==> config.mk <==
export PLATFORM = sky130hd
export DESIGN_NAME = tm_qm_assoc_rd_arb
export DESIGN_NICKNAME = d
export VERILOG_FILES = /design/src/rtl/tm_qm_assoc_rd_arb.sv
export SDC_FILE = /design/constraint.sdc
export NUM_CORES = 1
export LEC_CHECK = 0
export BUFFER_PORTS_ARGS = -buffer_cell sky130_fd_sc_hd__buf_4
export CORE_MARGIN = 2
export CORE_UTILIZATION = 35
export DETAILED_ROUTE_END_ITERATION = 16
export MAX_ROUTING_LAYER = met4
export SYNTH_ARGS = -nofsm -noshare
export SYNTH_HDL_FRONTEND = slang
export SYNTH_SLANG_ARGS = --single-unit
==> constraint.sdc <==
create_clock -name clk -period 1.4 [get_ports clk]
set_input_delay 0.21 -clock clk [delete_from_list [all_inputs] [get_ports clk]]
set_output_delay 0.21 -clock clk [all_outputs]
set_load 0.01 [all_outputs]
==> src/rtl/tm_qm_assoc_rd_arb.sv <==
// Read-port arbiter for the queue association memory. Two first-level queue-manager
// clients (enq, deq) post single-cycle read requests. Requests are latched, granted
// round-robin and issued one at a time. Each memory ack/rdata goes back to the owning
// client. A watchdog completes the read with zero data if the memory never acks.

`ifndef FIRST_LVL_QUEUE_ID_NBITS
`define FIRST_LVL_QUEUE_ID_NBITS 8
`endif
`ifndef QUEUE_ASSOCIATION_NBITS
`define QUEUE_ASSOCIATION_NBITS 12
`endif

module tm_qm_assoc_rd_arb #(
   parameter int unsigned ID_NBITS = `FIRST_LVL_QUEUE_ID_NBITS,
   parameter int unsigned QA_NBITS = `QUEUE_ASSOCIATION_NBITS,
   parameter int unsigned TIMEOUT  = 63,
   parameter int unsigned TO_NBITS = 6
) (
   input  logic                clk,
   input  logic                rst,

   input  logic                enq_qa_rd,
   input  logic [ID_NBITS-1:0] enq_qa_raddr,
   output logic                enq_qa_busy,
   output logic                enq_qa_ack,
   output logic [QA_NBITS-1:0] enq_qa_rdata,

   input  logic                deq_qa_rd,
   input  logic [ID_NBITS-1:0] deq_qa_raddr,
   output logic                deq_qa_busy,
   output logic                deq_qa_ack,
   output logic [QA_NBITS-1:0] deq_qa_rdata,

   output logic                queue_association_rd,
   output logic [ID_NBITS-1:0] queue_association_raddr,
   input  logic                queue_association_ack,
   input  logic [QA_NBITS-1:0] queue_association_rdata,

   output logic                req_drop_err,
   output logic                timeout_err,
   output logic                stray_ack_err
);

   typedef enum logic [1:0] {StIdle, StIssue, StWait} state_e;

   state_e              state_q, state_d;
   // last_grant: 0 = enq, 1 = deq. It also names the owner of the read in flight.
   logic                last_grant_q, last_grant_d;
   logic                pend_enq_q, pend_enq_d;
   logic                pend_deq_q, pend_deq_d;
   logic [ID_NBITS-1:0] addr_enq_q, addr_enq_d;
   logic [ID_NBITS-1:0] addr_deq_q, addr_deq_d;
   logic [TO_NBITS-1:0] cnt_q, cnt_d;
   logic                qa_rd_q, qa_rd_d;
   logic [ID_NBITS-1:0] qa_raddr_q, qa_raddr_d;
   logic                enq_ack_q, enq_ack_d;
   logic                deq_ack_q, deq_ack_d;
   logic [QA_NBITS-1:0] enq_rdata_q, enq_rdata_d;
   logic [QA_NBITS-1:0] deq_rdata_q, deq_rdata_d;
   logic                drop_err_q, drop_err_d;
   logic                timeout_err_q, timeout_err_d;
   logic                stray_err_q, stray_err_d;

   logic                req_enq, req_deq, grant_deq;
   logic                done;
   logic [QA_NBITS-1:0] done_data;

   // Next-state: request latching, arbitration, issue, wait/watchdog and completion
   always_comb begin
      state_d       = state_q;
      last_grant_d  = last_grant_q;
      pend_enq_d    = pend_enq_q;
      pend_deq_d    = pend_deq_q;
      addr_enq_d    = addr_enq_q;
      addr_deq_d    = addr_deq_q;
      cnt_d         = cnt_q;
      qa_rd_d       = 1'b0;
      qa_raddr_d    = qa_raddr_q;
      enq_ack_d     = 1'b0;
      deq_ack_d     = 1'b0;
      enq_rdata_d   = enq_rdata_q;
      deq_rdata_d   = deq_rdata_q;
      drop_err_d    = 1'b0;
      timeout_err_d = 1'b0;
      stray_err_d   = 1'b0;
      req_enq       = 1'b0;
      req_deq       = 1'b0;
      grant_deq     = 1'b0;
      done          = 1'b0;
      done_data     = '0;

      // A request from a client that already has one pending is dropped.
      if (enq_qa_rd) begin
         if (pend_enq_q) begin
            drop_err_d = 1'b1;
         end else begin
            pend_enq_d = 1'b1;
            addr_enq_d = enq_qa_raddr;
         end
      end
      if (deq_qa_rd) begin
         if (pend_deq_q) begin
            drop_err_d = 1'b1;
         end else begin
            pend_deq_d = 1'b1;
            addr_deq_d = deq_qa_raddr;
         end
      end

      unique case (state_q)
         StIdle: begin
            // Arriving requests bypass the latch so they can be granted this cycle.
            req_enq   = pend_enq_q | enq_qa_rd;
            req_deq   = pend_deq_q | deq_qa_rd;
            grant_deq = req_deq & (~req_enq | ~last_grant_q);
            if (req_enq || req_deq) begin
               last_grant_d = grant_deq;
               state_d      = StIssue;
               qa_rd_d      = 1'b1;
               if (grant_deq) begin
                  qa_raddr_d = pend_deq_q ? addr_deq_q : deq_qa_raddr;
               end else begin
                  qa_raddr_d = pend_enq_q ? addr_enq_q : enq_qa_raddr;
               end
            end
            if (queue_association_ack) begin
               stray_err_d = 1'b1;
            end
         end
         StIssue: begin
            cnt_d   = '0;
            state_d = StWait;
            if (queue_association_ack) begin
               stray_err_d = 1'b1;
            end
         end
         StWait: begin
            cnt_d = cnt_q + TO_NBITS'(1);
            // A real ack beats a watchdog expiry in the same cycle.
            if (queue_association_ack) begin
               done      = 1'b1;
               done_data = queue_association_rdata;
            end else if (cnt_q == TO_NBITS'(TIMEOUT - 1)) begin
               done          = 1'b1;
               timeout_err_d = 1'b1;
            end
         end
         default: begin
            state_d = StIdle;
         end
      endcase

      if (done) begin
         state_d = StIdle;
         if (last_grant_q) begin
            deq_ack_d   = 1'b1;
            deq_rdata_d = done_data;
            pend_deq_d  = 1'b0;
         end else begin
            enq_ack_d   = 1'b1;
            enq_rdata_d = done_data;
            pend_enq_d  = 1'b0;
         end
      end
   end

   // State and output registers with synchronous reset
   always_ff @(posedge clk) begin
      if (rst) begin
         state_q       <= StIdle;
         last_grant_q  <= 1'b1;
         pend_enq_q    <= 1'b0;
         pend_deq_q    <= 1'b0;
         addr_enq_q    <= '0;
         addr_deq_q    <= '0;
         cnt_q         <= '0;
         qa_rd_q       <= 1'b0;
         qa_raddr_q    <= '0;
         enq_ack_q     <= 1'b0;
         deq_ack_q     <= 1'b0;
         enq_rdata_q   <= '0;
         deq_rdata_q   <= '0;
         drop_err_q    <= 1'b0;
         timeout_err_q <= 1'b0;
         stray_err_q   <= 1'b0;
      end else begin
         state_q       <= state_d;
         last_grant_q  <= last_grant_d;
         pend_enq_q    <= pend_enq_d;
         pend_deq_q    <= pend_deq_d;
         addr_enq_q    <= addr_enq_d;
         addr_deq_q    <= addr_deq_d;
         cnt_q         <= cnt_d;
         qa_rd_q       <= qa_rd_d;
         qa_raddr_q    <= qa_raddr_d;
         enq_ack_q     <= enq_ack_d;
         deq_ack_q     <= deq_ack_d;
         enq_rdata_q   <= enq_rdata_d;
         deq_rdata_q   <= deq_rdata_d;
         drop_err_q    <= drop_err_d;
         timeout_err_q <= timeout_err_d;
         stray_err_q   <= stray_err_d;
      end
   end

   assign enq_qa_busy             = pend_enq_q;
   assign enq_qa_ack              = enq_ack_q;
   assign enq_qa_rdata            = enq_rdata_q;
   assign deq_qa_busy             = pend_deq_q;
   assign deq_qa_ack              = deq_ack_q;
   assign deq_qa_rdata            = deq_rdata_q;
   assign queue_association_rd    = qa_rd_q;
   assign queue_association_raddr = qa_raddr_q;
   assign req_drop_err            = drop_err_q;
   assign timeout_err             = timeout_err_q;
   assign stray_ack_err           = stray_err_q;

endmodule

; After elaboration in Yosys (flattened, before gate mapping)
; Cells that the tools add are included.
[word_totals]
register_bits = 65
elab_cells = 69
out_inout_bits = 40
input_bits = 33
[classes]
reduce_logical = 13
n_mux = 25
eq_ne = 4
n_addsub = 1
n_bitwise = 10
[ops]
columns = operator, n
row1 = 12-bit two-way mux, 2
row2 = 8-bit two-way mux, 3
row3 = 1-bit two-way mux, 17
row4 = 6-bit case mux with 2 select lines, 1
row5 = 2-bit OR reduction, 5
row6 = 2-bit AND reduction, 4
row7 = 6-bit by 1-bit adder with 6-bit output (second input constant), 1
row8 = 6-bit == test (second input constant), 1
row9 = 1-bit NOT, 6
row10 = 2-bit case mux with 3 select lines, 1
row11 = 1-bit OR, 3
row12 = 3-bit OR reduction, 1
row13 = 2-bit by 1-bit == test with 1-bit output (second input constant), 1
row14 = 2-bit == test (second input constant), 1
row15 = 2-bit logical NOT, 1
row16 = 2-bit two-way mux, 1
row17 = 2-bit inequality test (second input constant), 1
row18 = 2-bit nonzero test, 1
row19 = 1-bit bitwise AND, 1
row20 = 1-bit logical OR, 1

; Depth between registers and ports, before layout
; Gate-level depths: netlist (run 1).
[depth]
ltp_word = 6
ltp_mapped = 7
ltp_nobuf = 6

; Least setup slack after synthesis (run 1)
; Ideal clock, no wire load.
[synth_path]
path_kind = reg2reg
startpoint = register state_q[0]
endpoint = register deq_rdata_q[3], in the netlist deq_qa_rdata[3]
required_ns = 1.311
path_stages_with_launch = 8
n_path_buf = 1
setup_time_ns = 0.089
slack_ns = -0.154
arrival_time_ns = 1.466
synth_period_minus_slack_ns = 1.554
path_cell_list = dfxtp_1 inv_1 ha_1 and2_4 o21bai_4 and2_4 buf_6 o32ai_2
[synth_via]
elab_chain_len = 3
word_cells_on_any_way = 4
cone_classes = eq/ne: 1 / mux: 2 / reduce/logical: 1
[synth_lines]
columns = element, line_no
row1 = "start, declared", 46  ; state_e state_q, state_d;
row2 = "start signal, assigned", 170  ; state_q <= StIdle;
row3 = "start signal, assigned", 187  ; state_q <= state_d;
row4 = 2-bit == test (*), 110  ; unique case (state_q)
row5 = 1-bit two-way mux, 110
row6 = 2-bit AND reduction (no source line), n/a
row7 = "end signal, assigned", 199  ; deq_rdata_q <= deq_rdata_d;
row8 = "end, declared", 59  ; logic [QA_NBITS-1:0] deq_rdata_q, deq_rdata_d;
; Every way passes the cells marked *; elsewhere a longest branch is shown, timed or not.
; A chain may end at the register's enable or synchronous reset.

; Worst setup path after layout (run 1)
[layout_path]
startpoint = register state_q[0]
endpoint = register enq_rdata_q[4], in the netlist enq_qa_rdata[4]
[layout_via]
elab_chain_len = 3
word_cells_on_any_way = 4
cone_classes = eq/ne: 1 / mux: 2 / reduce/logical: 1
[layout_lines]
columns = element, line_no
row1 = 2-bit == test (*), 110
row2 = 1-bit two-way mux, 110
row3 = 2-bit AND reduction (no source line), n/a
row4 = "end signal, assigned", 198  ; enq_rdata_q <= enq_rdata_d;
row5 = "end, declared", 58  ; logic [QA_NBITS-1:0] enq_rdata_q, enq_rdata_d;
; Marked as above.

==> results of run 1 <==
## per-stage QoR
stage / hold WS, ns / power, mW / worst slack (ns) / std cells
after floorplan: 0.289 / 2.76 / -0.0274 / 280
after global placement: 0.397 / 3.22 / -0.0556 / 460
after detailed placement: 0.400 / 3.23 / -0.105 / 460
after CTS: 0.0338 / 4.99 / -0.0323 / 480
after global routing: 0.0216 / 5.22 / -0.0810 / 481
final: 0.0513 / 4.96 / -0.0209 / 481
## Yosys cell counts (3+ instances only)
library cell,instances,share of area [%]
clkbuf_1,9,1.2
nor3_1,3,0.53
nand2_1,15,2.0
a21oi_1,3,0.53
o32ai_2,9,5.2
nand3b_1,8,2.1
inv_1,18,2.4
buf_6,3,1.2
mux2i_1,17,6.0
ha_1,6,2.7
nor2_1,27,3.6
nand2b_1,14,3.1
a211oi_1,16,4.2
nand4_1,3,0.66
mux2_2,8,3.2
o32ai_1,15,4.6
buf_2,7,1.2
dfxtp_1,65,46
o21ai_1,8,1.4
xor2_1,3,0.93
## how the worst max path moves through the flow
stage	end	depth (start not counted)	slack, ns	from
after floorplan	cnt_q[5]$_SDFFE_PP0P_	5	-0.03	state_q[1]$_SDFFE_PP0P_
after global placement	queue_association_raddr[5]$_SDFFE_PP0P_	6	-0.06	enq_qa_rd
after detailed placement	queue_association_raddr[7]$_SDFFE_PP0P_	6	-0.10	enq_qa_rd
after CTS	deq_qa_rdata[7]$_SDFFE_PP0P_	6	-0.03	state_q[0]$_SDFFE_PP0P_
after global routing	enq_qa_rdata[4]$_SDFFE_PP0P_	6	-0.08	state_q[0]$_SDFFE_PP0P_
final	enq_qa_rdata[4]$_SDFFE_PP0P_	6	-0.02	state_q[0]$_SDFFE_PP0P_
## final cells by class
class	count	area (um2)	share of cell area (%)
multi-input cells	177	1450	36.4
clock inverters	3	65.1	1.64
well taps	102	128	3.21
clock buffers	12	145	3.66
repair buffers	104	813	20.5
inverters	18	67.6	1.70
flip-flops and latches	65	1310	32.9
## cell families (layout without fill, tap and decap cells)
family | after synthesis | after routing | share of synthesized area [%]
DFF | 65 | 65 | 46.0
and+or+nand+nor | 81 | 83 | 15.0
adders and majority gates | 6 | 6 | 2.65
AOI/OAI and AO/OA | 60 | 60 | 19.5
buffers and inverters | 40 | 137 | 6.68
xor gates and xnor gates | 3 | 3 | 0.929
muxes | 25 | 25 | 9.20
## sequential cells by signal, indices dropped and copies added (netlist names)
| signal | flops |
|---|---|
| deq_qa_rdata | 12 |
| enq_qa_rdata | 12 |
| addr_deq_q | 8 |
| addr_enq_q | 8 |
| queue_association_raddr | 8 |
| cnt_q | 6 |
| state_q | 2 |
| deq_qa_ack | 1 |
| deq_qa_busy | 1 |
| enq_qa_ack | 1 |
| enq_qa_busy | 1 |
| last_grant_q | 1 |
| queue_association_rd | 1 |
| req_drop_err | 1 |
| stray_ack_err | 1 |
| timeout_err | 1 |
## power by group
part	internal [mW]	leakage [nW]	switching, mW
clock network	1.04	0.106	0.674
registers	2.00	0.532	0.0872
logic	0.583	0.987	0.578
total	3.62	1.63	1.34
## what timing repair did
action,4_1_cts,5_1_grt
buffers inserted,3,1
endpoints found under the setup margin,36,43
gates resized for setup,7,11
hold endpoints to repair,0,0
cloned,2,0
pin swaps,1,1
## metal layers
metal  wire length [um]  track usage, %  share of wire (%)  vias to the layer above
met5                  0               -                  0                        -
met4                 79            6.88                1.2                        0
met3                361            3.37                5.3                       10
met2               3240            25.4                 48                       67
met1               3120            20.6                 46                     1118
li1                   -               -                  -                     1195
==> summary.md, run 1 <==
| Metric | Value |
|---|---|
| Endpoint class of the critical path | `register` |
| Avg Cell Area, Syn | `10.1 um2` |
| Static leakage | `1.63 nW` |
| RSZ-0062 raised after global routing | `true` |
| Mapped Area | `~0.0028 mm2` |
| Post-synth cell types | `38` |
| R2R Setup Slk | `-0.02 ns` |
| Hold Path Stages | `2` |
| Filler cell count | `between 700 and 800` |
| # diodes | `0` |
| First-pass GRT wire length | `10,900 um` |
| Worst-margin pin slew | `between 0.2 and 0.25 ns` |
| Worst reg2reg endpoint | `enq_qa_rdata[4]$_SDFFE_PP0P_` |
| I/O Buffers | `a little over 70` |
| Crit path max-delay family | `simple AND/OR/NAND/NOR gates` |
| Max Cap Violations | `0` |
| DRT iter0 DRCs | `between 50 and 60` |
| Final #Nets | `414` |
| Finish-stage setup viols | `8` |
| CP required | `between 1.5 and 2 ns` |
| Number of synthesized flops with an enable pin | `0` |
| Worst Hold Path EP | `timeout_err$_SDFF_PP0_` |
| Core area | `0.00777 mm2` |
| Avg WL per Cell | `14.2 um` |
| Dominant synthesized flop cell | `dfxtp_1` |
| Final Core Density | `about half` |
| Die Span Y | `approximately 94 um` |
| Status | `finished with violations` |
| Worst setup margin | `-0.0209 ns` |
| Fin. max-slew vios | `0` |
| Initial Util | `36.4%` |
| Worst R2R Path Depth | `6` |
| Grt total ovfl | `0` |
| Crit Path Class | `reg2reg` |
| Vias per cell | `4.97` |
| Violated checks | `negative setup slack` |
| Site Rows | `32` |
| Relative slew slack | `84.2%` |
| TritonRoute pass-1 iters | `4` |
| Routed WL | `just under 7000 um` |
| #FFs+latches synth | `65` |
| RR Startpoint | `state_q[0]$_SDFFE_PP0P_` |
| Final Hold Fails | `0` |
| Gr usage total | `16.3%` |
| Fin crit share | `101%` |
| TritonCTS Buffers | `9` |
| Detail Route Antenna Nets | `0` |
| Num Clock Sinks | `65` |
| I/O pins | `73` |
| Setup_tns | `-0.0686 ns` |
| Clock-pin slew on the worst setup and hold paths | `around 0.070 ns` |
| H-tree Lvls | `3` |
| Remaining DRCs | `0` |
| Maximum clock path buffer count | `2` |
| Skew-Pair Late Insertion Delay | `~0.34 ns` |
| Worst Path Max Fanout | `6` |
| Worst Path Arrival | `1.63 ns` |
| CP max stage delay | `roughly 0.32 ns` |
| CTS tree | `built` |
| Ys Warns | `0` |
| Most common cell after layout, fill and taps aside | `buf_4` |
| Skew final | `0.00930 ns` |
| Post-layout minimum cycle time | `about 1.4 ns` |
| Hold-fix buffers, CTS | `0` |
| Commonest cells after routing, fill and taps aside | `buf_4 (100), dfxtp_1 (62), nor2_1 (27)` |
| Area Overhead vs Synth | `40.4%` |
| Syn_nets | `roughly 320` |
| Post-synthesis async set-or-reset flop share | `0%` |
| Largest net degree at the start of global routing | `31` |
| Die area | `between 0.008 and 0.009 mm2` |
| DR vias | `around 2,400` |
| Slowest-stage cell, CP | `dfxtp_2` |
| CP cell instances | `inv_2 -> ha_4 -> nand4_1 -> o21bai_4 -> and2b_2 -> o32ai_1` |
| Gate Count Post-Synth | `280` |
| Vias in the first global route | `about 2,200` |
| Share of cells above drive strength 1 | `42.2%` |
| Final HPWL DP | `4830 um` |
| CP startpoint kind | `register` |
| Hold path start | `queue_association_ack` |
| Hold Path Class | `in2reg` |
| Chip Width | `93.9 um` |
| Pwr Density | `~1200 mW/mm2` |
| Design area | `0.00397 mm2` |
| WP buf/inv | `1` |
| GPL Wtd Cong | `between 0.7 and 0.8` |
| Maximum operating frequency | `roughly 0.70 GHz` |
| Maximum vdd ir drop | `0.000825 V` |
| Placed cell areas | `0.00362 mm2` |
| Root buffer cell | `clkbuf_8` |
| Register area share after synthesis | `46.0%` |
| Initial antenna violation count | `0` |
Note: power is estimated with default switching activity, not from simulation.
==> inputs of run 2 (changes only) <==
- clock period: 1.4 -> 1.15 ns (I/O delays scaled with it)
==> run 2 against run 1 <==
Compared with the run above: the run still ends with negative setup slack left; clock power increased by 28%; count of clock-buffer cells in the layout decreased by 1; die area unchanged; clock skew about the same; register-to-register slack got worse by 0.24 ns; core utilization increased by 4.4 points; sequential share of layout area decreased by 2.4 points; non-clock buffer count increased by 16; critical path depth decreased by 1; final area increased by 8.6%; combinational power increased by 66%; via count increased by 2.7%; largest cell class unchanged.
==> summary.md, run 2 (synthesized netlist as in run 1, its figures left out) <==
| Metric | Value |
|---|---|
| Status | `finished with violations` |
| Violated checks | `negative setup slack` |
| DR vias | `2,455 (+2.7%)` |
| Num Clock Sinks | `65 (unchanged)` |
| Final HPWL DP | `4890 um (+1.3%)` |
| Post-layout minimum cycle time | `1.41 ns (-0.0135 ns)` |
| Initial antenna violation count | `0 (unchanged)` |
| Dpl ws | `-0.267 ns (-0.163 ns)` |
| Site Rows | `32 (unchanged)` |
| Worst-margin pin slew | `0.246 ns (+0.0153 ns)` |
| Commonest cells after routing, fill and taps aside | `buf_4 (103), dfxtp_1 (61), nor2_1 (25)` |
| Filler cell count | `716 (-4.3%)` |
| Vias per cell | `4.93 (-0.79%)` |
| Worst Path Arrival | `1.62 ns (about the same)` |
| Finish-stage setup viols | `48 (+40)` |
| Maximum vdd ir drop | `0.000892 V (+8.1%)` |
| Reg power frac | `38.3% (-3.7 points)` |
| Maximum operating frequency | `0.711 GHz (+0.96%)` |
| RSZ-0062 raised after global routing | `true` |
| TritonCTS Buffers | `9 (unchanged)` |
| Detail Route Antenna Nets | `0 (unchanged)` |
| CP max stage delay | `0.38 ns (+0.06 ns)` |
| Sw Share | `27.6% (+0.61 points)` |
| Relative slew slack | `83.5% (-0.71 points)` |
| TritonRoute pass-1 iters | `4 (unchanged)` |
| CP cell instances | `ha_4 -> nand4_1 -> o21bai_4 -> and2_4 -> o32ai_2` |
| Area Overhead vs Synth | `52.5%` |
| Placed cell count | `473 (+2.8%)` |
| Chip Width | `93.9 um (unchanged)` |
| Initial Util | `36.4% (unchanged)` |
| Worst R2R Path Depth | `5 (-1)` |
| Skew final | `0.00974 ns (+0.000446 ns)` |
| Final Hold Fails | `0 (unchanged)` |
| Pwr Density | `1540 mW/mm2 (+24%)` |
| CP required | `1.37 ns (-0.24 ns)` |
| Fin crit share | `122% (+21 points)` |
| Slowest-stage cell, CP | `dfxtp_4` |
| Fin. max-slew vios | `0 (unchanged)` |
| Clock Power Share | `32.9% (-1.7 points)` |
| I/O Buffers | `72 (unchanged)` |
| Endpoint class of the critical path | `register` |
| Placed cell areas | `0.00376 mm2 (+3.7%)` |
| Worst setup margin | `-0.257 ns (-0.236 ns)` |
| NetSw | `1.84 mW (+37%)` |
| Die area | `0.00881 mm2 (unchanged)` |
| Max Cap Violations | `0 (unchanged)` |
| Hold slack | `0.0933 ns (+0.0421 ns)` |
| Setup_tns | `-9.63 ns (-9.56 ns)` |
| Hold Path Class | `in2reg` |
| Root buffer cell | `clkbuf_8` |
| DRT iter0 DRCs | `57 (-1.7%)` |
| First-pass GRT wire length | `11,400 um (+4.9%)` |
| Post-route insts no fill | `498 (+3.5%)` |
| Total power | `6.66 mW (+34%)` |
| Most common cell after layout, fill and taps aside | `buf_4` |
| GPL Wtd Cong | `0.723 (-4.1%)` |
| Worst Path Max Fanout | `7 (+1)` |
| Hold Path Stages | `3 (+1)` |
| Crit path max-delay family | `simple AND/OR/NAND/NOR gates` |
| Maximum clock path buffer count | `2 (unchanged)` |
| WP buf/inv | `0 (-1)` |
| Skew-Pair Late Insertion Delay | `0.34 ns (about the same)` |
| CTS tree | `built` |
| Share of cells above drive strength 1 | `49.7% (+7.5 points)` |
| CP startpoint kind | `register` |
| Routed WL | `7040 um (+3.5%)` |
| Largest net degree at the start of global routing | `22 (-29%)` |
| Final Core Density | `55.5% (+4.4 points)` |
| P_int | `4.82 mW (+33%)` |
| Crit Path Class | `reg2reg` |
| Gr usage total | `17.0% (+0.71 points)` |
| Critical Path Stages | `5 (-1)` |
| Clock-pin slew on the worst setup and hold paths | `0.08 ns (about the same)` |
| Vias in the first global route | `2,455 (+11%)` |
| Grt total ovfl | `0 (unchanged)` |
| Avg WL per Cell | `14.1 um (about the same)` |
| Combinational share of power | `28.9% (+5.5 points)` |
| Static leakage | `1.78 nW (+9.3%)` |
| Final #Nets | `430 (+3.9%)` |
| Remaining DRCs | `0 (unchanged)` |
| Core area | `0.00777 mm2 (unchanged)` |
| # diodes | `0 (unchanged)` |
| Design area | `0.00431 mm2 (+8.6%)` |
| I/O pins | `73 (unchanged)` |
| H-tree Lvls | `3 (unchanged)` |
| Die Span Y | `93.9 um (unchanged)` |
-- run 2: per-layer routing --
layer  track usage [%]  up-vias  wire length (um)
li1                  -     1223                 -
met4              6.16        0                72
met2              28.9       67              3420
met1              19.9     1157              3140
met5                 -        -                 0
met3              3.53        8               404
-- run 2: tightest hold or removal path, stage by stage --
cell	delay, ns
buf_4	0.07
nand2_1	0.06
o32ai_2	0.08
-- run 2: final timing paths --
check | from | endpoint | slack, ns
setup / recovery | state_q[1]$_SDFFE_PP0P_ | deq_qa_rdata[10]$_SDFFE_PP0P_ | -0.26
hold / removal | queue_association_rdata[3] | deq_qa_rdata[3]$_SDFFE_PP0P_ | 0.09
setup reg to reg | state_q[1]$_SDFFE_PP0P_ | deq_qa_rdata[10]$_SDFFE_PP0P_ | -0.26
hold reg to reg | deq_qa_rdata[2]$_SDFFE_PP0P_ | deq_qa_rdata[2]$_SDFFE_PP0P_ | 0.48
-- run 2: cell type report --
class,instances,area (um2),area share (%)
clock buffer,11,151,3.51
clock inverter,5,77.6,1.80
inverter,18,70.1,1.63
multi-input combinational,177,1540,35.6
sequential,65,1310,30.5
tap,102,128,2.96
timing repair buffer,120,1040,24.0
-- run 2: what timing repair did --
action,4_1_cts,5_1_grt
endpoints found under the setup margin,49,54
cloned,3,1
hold endpoints to repair,0,1
pin swaps,2,11
buffers inserted,2,4
hold buffers,0,1
gates resized for setup,21,36
-- run 2: power groups by stage --
stage          clock, mW  combinational, mW  sequential [mW]
3_3_place_gp           0               1.44             2.58
2_1_floorplan          0              0.752             2.62
5_1_grt             2.37               2.07             2.57
4_1_cts             2.24               1.63             2.54
6_report            2.19               1.92             2.55
3_5_place_dp           0               1.46             2.58
==> inputs of run 3 (changes only) <==
- CORE_UTILIZATION: 35 -> 45
- CTS_CLUSTER_DIAMETER: not set -> 120
- PLACE_DENSITY: not set -> 0.72
==> run 3 against run 2 <==
Compared with the run above: first-iteration DRC count increased by 47%; count of clock-buffer cells in the layout increased by 1; largest cell class unchanged; the run still ends with negative setup slack left; routed wire length increased by 0.97%; register-to-register slack got worse by 0.03 ns; fmax decreased by 1.9%; non-clock buffer count decreased by 5; critical path type unchanged; largest power group unchanged.
==> summary.md, run 3 (synthesized netlist as in run 1, its figures left out) <==
| Metric | Value |
|---|---|
| Status | `finished with violations` |
| Violated checks | `negative setup slack` |
| Die area | `0.00693 mm2 (-21%)` |
| Largest net degree at the start of global routing | `30 (+36%)` |
| Relative slew slack | `79.8% (-3.7 points)` |
| Placed cell areas | `0.00367 mm2 (-2.3%)` |
| Remaining DRCs | `0 (unchanged)` |
| First-pass GRT wire length | `11,300 um (-1.1%)` |
| Routed WL | `7110 um (+0.97%)` |
| Endpoint class of the critical path | `register` |
| Placed cell count | `439 (-7.2%)` |
| Vias in the first global route | `2,368 (-3.5%)` |
| GPL Wtd Cong | `0.770 (+6.5%)` |
| TritonRoute pass-1 iters | `4 (unchanged)` |
| Worst-margin pin slew | `0.303 ns (+0.0574 ns)` |
| Final #Nets | `426 (-0.93%)` |
| Worst Path Max Fanout | `7 (unchanged)` |
| TritonCTS Buffers | `9 (unchanged)` |
| Setup_tns | `-9.75 ns (-0.118 ns)` |
| Crit path launch | `cnt_q[0]$_SDFFE_PP0P_` |
| RR Startpoint | `cnt_q[0]$_SDFFE_PP0P_` |
| Core area | `0.00599 mm2 (-23%)` |
| Clock-pin slew on the worst setup and hold paths | `0.07 ns (about the same)` |
| Commonest cells after routing, fill and taps aside | `buf_4 (101), dfxtp_1 (60), nor2_1 (25)` |
| Num Clock Sinks | `65 (unchanged)` |
| RSZ-0062 raised after global routing | `true` |
| DR vias | `2,466 (+0.45%)` |
| Footprint of the multi-input gates | `0.00158 mm2 (+3.1%)` |
| Static leakage | `1.73 nW (-2.6%)` |
| DRT iter0 DRCs | `84 (+47%)` |
| Maximum clock path buffer count | `2 (unchanged)` |
| Worst Path Arrival | `1.65 ns (+0.03 ns)` |
| I/O Buffers | `72 (unchanged)` |
| Hold Path Class | `in2reg` |
| Initial antenna violation count | `0 (unchanged)` |
| Final HPWL DP | `4550 um (-7.1%)` |
| I/O pins | `73 (unchanged)` |
| Chip Width | `83.3 um (-11%)` |
| Vias per cell | `5.29 (+7.3%)` |
| Initial Util | `47.2% (+11 points)` |
| Avg WL per Cell | `15.3 um (+7.9%)` |
| Grt total ovfl | `0 (unchanged)` |
| Post-route insts no fill | `466 (-6.4%)` |
| Total power | `6.33 mW (-4.9%)` |
| Fin. max-slew vios | `0 (unchanged)` |
| Skew final | `0.00884 ns (-0.000909 ns)` |
| Max Cap Violations | `0 (unchanged)` |
| Fin crit share | `125% (+2.3 points)` |
| CP startpoint kind | `register` |
| # diodes | `0 (unchanged)` |
| Gr usage total | `20.7% (+3.7 points)` |
| Detail Route Antenna Nets | `0 (unchanged)` |
| Crit Path Class | `reg2reg` |
| Die Span Y | `83.3 um (-11%)` |
| Share of cells above drive strength 1 | `50.1% (+0.38 points)` |
| Final Hold Fails | `0 (unchanged)` |
| Area Overhead vs Synth | `49.4%` |
| Pwr Density | `1500 mW/mm2 (-3.0%)` |
| Skew-Pair Late Insertion Delay | `0.34 ns (about the same)` |
| Worst setup margin | `-0.284 ns (-0.0268 ns)` |
| CTS tree | `built` |
| Post-layout minimum cycle time | `1.43 ns (+0.0268 ns)` |
| Maximum vdd ir drop | `0.000916 V (+2.7%)` |
| Root buffer cell | `clkbuf_8` |
| Filler cell count | `466 (-35%)` |
| CP required | `1.36 ns (about the same)` |
| Final Core Density | `70.5% (+15 points)` |
| Maximum operating frequency | `0.697 GHz (-1.9%)` |
| Design area | `0.00423 mm2 (-2.0%)` |
| H-tree Lvls | `3 (unchanged)` |
| Finish-stage setup viols | `47 (-2.1%)` |
| Site Rows | `28 (-13%)` |
| Most common cell after layout, fill and taps aside | `buf_4` |
| Hold path start | `rst` |
| Reg area | `0.00132 mm2 (about the same)` |
run 3: cell types whose count changed in the layout (fill, tap and decap cells not counted), sizes merged:
| cell | before | now |
|---|---|---|
| buf | 118 | 113 |
| bufbuf | 0 | 1 |
| bufinv | 2 | 1 |
| clkinvlp | 1 | 0 |
| or2 | 1 | 2 |
run 3: metal layers:
layer | GRT usage (%) | wire (um) | up-vias
met2 | 33.8 | 3570 | 80
met5 | - | 0 | -
met1 | 25.4 | 3070 | 1162
li1 | - | - | 1212
met3 | 3.98 | 350 | 12
met4 | 8.05 | 125 | 0
run 3: worst paths after layout:
path | endpoint | slack (ns) | cells past startpoint
hold reg to reg | addr_deq_q[3]$_SDFFE_PP0P_ | 0.48 | 2
setup reg to reg | enq_qa_rdata[6]$_SDFFE_PP0P_ | -0.28 | 6
hold / removal | stray_ack_err$_SDFF_PP0_ | 0.08 | 2
setup / recovery | enq_qa_rdata[6]$_SDFFE_PP0P_ | -0.28 | 6
run 3: final cells by class:
cell class | count | area share [%]
timing repair buffer | 115 | 22.9
tap | 75 | 2.22
clock inverter | 3 | 0.948
sequential | 65 | 31.1
multi-input combinational | 178 | 37.5
inverter | 18 | 1.72
clock buffer | 12 | 3.67
run 3: where the power goes:
part	internal (mW)	total (mW)	leakage, nW	switching (mW)
sequential	2.43	2.55	0.534	0.120
clock	1.10	1.93	0.102	0.831
combinational	0.993	1.85	1.09	0.853
total	4.52	6.33	1.73	1.80
run 3: metrics by stage:
stage | hold WS (ns) | setup slack (ns)
4_1_cts | 0.0602 | -0.258
5_1_grt | 0.0770 | -0.350
2_1_floorplan | 0.251 | -0.277
3_5_place_dp | 0.359 | -0.259
6_report | 0.0763 | -0.284
3_3_place_gp | 0.365 | -0.205
run 3: timing repair:
action / CTS / global route
setup endpoints to repair: 48 / 52
gates resized for setup: 39 / 25
gates cloned: 4 / 0
hold buffers: 1 / 0
setup buffers: 3 / 6
pin swaps: 5 / 11
hold endpoints to repair: 1 / 0
run 3: worst max-delay path, stage by stage (launching register included):
cell	delay (ns)
dfxtp_2	0.32
inv_2	0.05
ha_2	0.17
nand4_1	0.17
o21bai_4	0.25
and2b_4	0.26
o32ai_1	0.09
